==> config.mk <==
export PLATFORM = sky130hd
export DESIGN_NAME = hsid_min_dist
export DESIGN_NICKNAME = d
export VERILOG_FILES = /design/src/rtl/hsid_min_dist.sv
export SDC_FILE = /design/constraint.sdc
export NUM_CORES = 1
export LEC_CHECK = 0
export ABC_AREA = 0
export BUFFER_PORTS_ARGS = -buffer_cell sky130_fd_sc_hd__clkbuf_2
export CAP_MARGIN = 20
export CORE_MARGIN = 2
export CORE_UTILIZATION = 55
export CTS_CLUSTER_SIZE = 16
export DETAILED_ROUTE_END_ITERATION = 6
export PLACE_DENSITY_LB_ADDON = 0.1
export RECOVER_POWER = 100
export SYNTH_ARGS = -nofsm -noshare
export SYNTH_HDL_FRONTEND = slang
export SYNTH_SLANG_ARGS = --single-unit
==> constraint.sdc <==
create_clock -name clk -period 3.8 [get_ports clk]
set_input_delay 0.38 -clock clk [delete_from_list [all_inputs] [get_ports clk]]
set_output_delay 0.38 -clock clk [all_outputs]
set_load 0.005 [all_outputs]
==> src/rtl/hsid_min_dist.sv <==
// Minimum-distance search over the per-reference accumulator stream.
// Reports the best-matching library reference and its distance on a valid/ready port.
module hsid_min_dist #(
  parameter int  DATA_WIDTH_ACC = 32,
  parameter int  LIBRARY_SIZE   = 16,
  localparam int LIBRARY_ADDR   = $clog2(LIBRARY_SIZE)
) (
  input  logic                      clk,
  input  logic                      rst_n,
  input  logic                      start,
  input  logic [LIBRARY_ADDR:0]     library_size,
  input  logic                      acc_valid,
  input  logic [DATA_WIDTH_ACC-1:0] acc_value,
  input  logic                      acc_last,
  input  logic [LIBRARY_ADDR-1:0]   acc_ref,
  output logic                      busy,
  output logic                      result_valid,
  input  logic                      result_ready,
  output logic [LIBRARY_ADDR-1:0]   result_ref,
  output logic [DATA_WIDTH_ACC-1:0] result_dist,
  output logic [LIBRARY_ADDR:0]     result_count
);

  typedef enum logic [1:0] {
    ST_IDLE = 2'd0,
    ST_RUN  = 2'd1,
    ST_DONE = 2'd2
  } state_t;

  state_t                    state_q, state_d;
  logic [LIBRARY_ADDR:0]     size_q, size_d;
  logic [LIBRARY_ADDR:0]     count_q, count_d;
  logic [DATA_WIDTH_ACC-1:0] min_q, min_d;
  logic [LIBRARY_ADDR-1:0]   min_ref_q, min_ref_d;
  logic [LIBRARY_ADDR-1:0]   res_ref_q, res_ref_d;
  logic [DATA_WIDTH_ACC-1:0] res_dist_q, res_dist_d;
  logic [LIBRARY_ADDR:0]     res_count_q, res_count_d;

  always_comb begin
    state_d     = state_q;
    size_d      = size_q;
    count_d     = count_q;
    min_d       = min_q;
    min_ref_d   = min_ref_q;
    res_ref_d   = res_ref_q;
    res_dist_d  = res_dist_q;
    res_count_d = res_count_q;

    case (state_q)
      ST_IDLE: begin
        if (start) begin
          size_d      = library_size;
          count_d     = '0;
          min_d       = '1;
          min_ref_d   = '0;
          res_ref_d   = '0;
          res_dist_d  = '1;
          res_count_d = '0;
          state_d     = (library_size == '0) ? ST_DONE : ST_RUN;
        end
      end
      ST_RUN: begin
        if (acc_valid && acc_last) begin
          count_d = count_q + (LIBRARY_ADDR+1)'(1);
          // Strict compare: ties and all-ones values keep the earlier reference.
          if (acc_value < min_q) begin
            min_d     = acc_value;
            min_ref_d = acc_ref;
          end
          if (count_d == size_q) begin
            state_d     = ST_DONE;
            res_ref_d   = min_ref_d;
            res_dist_d  = min_d;
            res_count_d = count_d;
          end
        end
      end
      ST_DONE: begin
        if (result_ready) state_d = ST_IDLE;
      end
      default: state_d = ST_IDLE;
    endcase
  end

  always_ff @(posedge clk or negedge rst_n) begin
    if (!rst_n) begin
      state_q     <= ST_IDLE;
      size_q      <= '0;
      count_q     <= '0;
      min_q       <= '1;
      min_ref_q   <= '0;
      res_ref_q   <= '0;
      res_dist_q  <= '1;
      res_count_q <= '0;
    end else begin
      state_q     <= state_d;
      size_q      <= size_d;
      count_q     <= count_d;
      min_q       <= min_d;
      min_ref_q   <= min_ref_d;
      res_ref_q   <= res_ref_d;
      res_dist_q  <= res_dist_d;
      res_count_q <= res_count_d;
    end
  end

  assign busy         = (state_q == ST_RUN);
  assign result_valid = (state_q == ST_DONE);
  assign result_ref   = res_ref_q;
  assign result_dist  = res_dist_q;
  assign result_count = res_count_q;

endmodule

==> results.py <==
metrics = {
    "die": {
        "die_area_um2": 9780,
        "fp-row-count": 34,
        "core_region_area_um2": 8720,
        "start_util_pct": 56.8,
        "die_h_um": 98.9,
        "io_pins": 90,
        "die_width_um": 98.9,
    },
    "synthesis": {
        "yosys.area.top_type": "dfstp_2",
        "yosysMostFrequentCell": "dfstp_2",
        "yosysUniqueCellTypes": 44,
        "avgSynthCellArea_um2": 10.1,
        "dominantRegCellSynth": "dfstp_2",
        "synth_area_leaders": "dfstp_2 34%, dfrtp_1 13%, ha_1 8.1%",
        "synthTopCellsByCount": "64 x dfstp_2, 46 x o21ai_0, 43 x inv_1",
        "syn_inst": 492,
        "ys_seq_area_share_pct": 46.6,
        "synth_area_um2": 4950,
        "async_flop_share_pct": 100,
        "synth_edf_count": 0,
        "ys_ff_latch": 89,
        "syn_nets": 571,
        "synth_warnings": 0,
        "netlist.area_leader.share_pct": 33.9,
    },
    "detailed_routing": {
        "final_antenna_net_count": 0,
        "drt_iter0_markers": 232,
        "dr.pass1.iters": 5,
        "routed_wl_um": 12000,
        "vias": 4128,
        "via_per_inst": 6.06,
        "wl_met2_um": 5820,
        "wire_per_inst_um": 17.6,
        "drcViolationCount": 0,
        "highest_layer": "met4",
        "wl_met1_um": 5320,
        "met3WireLength_um": 750,
    },
    "cts": {
        "ctsResizeCount": 0,
        "clk_latency_ns": 0.35,
        "cts_buffer_depth": 2,
        "cts-root-buf": "clkbuf_8",
        "cts_inserted_buffers": 9,
        "postCtsSetupRepairBufs": 0,
        "h-tree-depth": 3,
        "path_clk_slew_ns": 0.09,
        "clock_sinks": 89,
        "tritoncts": "built",
        "hold_buffers": 0,
    },
    "cells_and_area": {
        "design_area_um2": 5620,
        "area_growth_pct": 13.4,
        "fill_cells": 746,
        "antenna_cells": 0,
        "fin_cells": 681,
        "fin_nets": 647,
        "drive_gt1_share_pct": 32.3,
    },
    "power": {
        "finalPower_mw": 3.73,
        "ir_worst_vdd_uv": 383,
        "leakagePower_nw": 2.56,
        "power_density_nw_per_um2": 664,
    },
    "sta": {
        "worst_pin_slew_ns": 1.99,
        "clock_skew_ns": 0.0135,
        "finalSetupViolCount": 0,
        "finalCritPeriodShare_pct": 84.0,
        "fin_setup_tns_ns": 0,
        "rsz0062_at_grt": "no",
        "setup_ws_ns": 0.608,
        "finalCriticalPeriod_ns": 3.19,
        "hold_violations": 0,
        "relSlewSlack_pct": -32.5,
        "timing.fmax_ghz": 0.313,
        "finalMaxSlewViolations": 39,
    },
    "job": {
        "max_cap_viol_count": 1,
    },
    "critical_path": {
        "reg2reg_slack_ns": 0.61,
        "crit-reg2reg-launch": "min_q[15]",
        "endpoint_kind": "flop",
        "crit_required_ns": 4.07,
        "r2r-end": "result_dist[1]",
        "critPathKind": "reg2reg",
        "cp.arrival_ns": 3.46,
        "startpoint_type": "flop",
        "r2r_cells": 8,
        "cp_max_fo": 36,
    },
    "worst_hold_path": {
        "hold_path_depth": 3,
        "hold_path.class": "in2reg",
        "worstHoldStart": "acc_value[21]",
        "hold_end": "result_dist[21]",
    },
    "placement": {
        "port-buffer-count": 89,
        "dp_worst_setup_slack_ns": 0.673,
        "gp_congestion": 0.832,
        "placed_cells": 664,
        "detailedPlacementHpwl_um": 7860,
        "placed_area_um2": 5470,
    },
    "global_routing": {
        "grt_pass1_wl_um": 19800,
        "grt_pass1_vias": 4074,
        "grt_start_max_net_pins": 90,
        "antenna_found_initial": 0,
        "overflow": 0,
        "grt_usage_pct": 25.0,
    },
    "outcome": {
        "status": "complete, but fails checks",
        "failed_checks": "max-capacitance violations, max-slew violations",
    },
}
-- kinds of logic after synthesis --
| group | count (synthesis) | share of synthesized area (%) |
|---|---|---|
| flops | 89 | 46.6 |
| fa+ha+maj | 32 | 8.08 |
| xor+xnor | 8 | 1.69 |
| buf+inv | 77 | 6.49 |
| simple gates | 124 | 12.9 |
| mux | 9 | 2.05 |
| compound gates | 153 | 22.2 |
-- power by group --
part	internal (mW)	leakage [nW]	switching, mW
Clock	0.241	0.0849	0.337
Combinational	0.697	1.50	0.887
Sequential	1.36	0.970	0.210
-- state kept, by name, summed over array words and instances, names as in the netlist --
register,flops
result_dist,32
min_ref_q,4
min_q,32
result_count,5
state_q,2
size_q,5
result_ref,4
count_q,5
-- per-layer routing --
layer | vias to the layer above | global-route usage (%)
li1 | 1962 | -
met1 | 2018 | 33.6
met4 | 0 | 5.58
met5 | - | 0
met3 | 6 | 6.74
met2 | 142 | 40.6
-- final cells by class --
cell class / instances / area (um2) / area share (%)
timing repair buffer: 99 / 513 / 9.13
sequential: 89 / 2310 / 41.1
multi-input combinational: 326 / 2340 / 41.6
inverter: 43 / 161 / 2.87
clock inverter: 4 / 28.8 / 0.512
clock buffer: 12 / 135 / 2.41
tap: 108 / 135 / 2.41
-- through the flow --
stage | hold slack (ns) | utilization (%)
6_report | 0.268 | 64.4
5_1_grt | 0.259 | 64.4
3_3_place_gp | 0.491 | 62.7
2_1_floorplan | 0.0844 | -
3_5_place_dp | 0.505 | 62.7
4_1_cts | 0.248 | 64.6
-- layout by cell type, fill, tap and decap left out, types with 3 or more instances in the layout --
cell type,n
inv_1,43
clkbuf_1,13
nand2_1,14
nand3_1,38
dfstp_2,43
ha_1,32
clkbuf_8,9
o22a_2,21
o211ai_1,9
dfstp_1,21
o21ai_0,46
nand4_1,8
a21oi_1,12
clkbuf_2,82
xnor2_1,5
a31oi_1,32
mux2_2,9
nor2_1,13
dfrtp_1,25
o22a_1,11
nor3_1,35
o22ai_1,5
o21a_1,4
nand2b_1,3
buf_4,6
and3_1,3
-- worst max-delay path: stages (launching register included) --
cell,delay (ns)
dfstp_1,0.56
inv_1,0.06
ha_1,0.31
nand4_1,0.13
or3_1,0.46
o41ai_4,0.48
o31a_2,0.66
o21ai_0,0.23
a31oi_1,0.22
-- how the worst max path moves through the flow --
| stage | cells after the start | from | endpoint |
|---|---|---|---|
| detailed placement | 8 | min_q[14] | result_dist[1] |
| floorplan | 9 | min_q[15] | min_ref_q[0] |
| global placement | 8 | min_q[15] | result_dist[13] |
| CTS | 8 | min_q[15] | result_dist[1] |
| global route | 8 | min_q[15] | result_dist[1] |
| finish | 8 | min_q[15] | result_dist[1] |
Power figures use the tool's default switching activity.
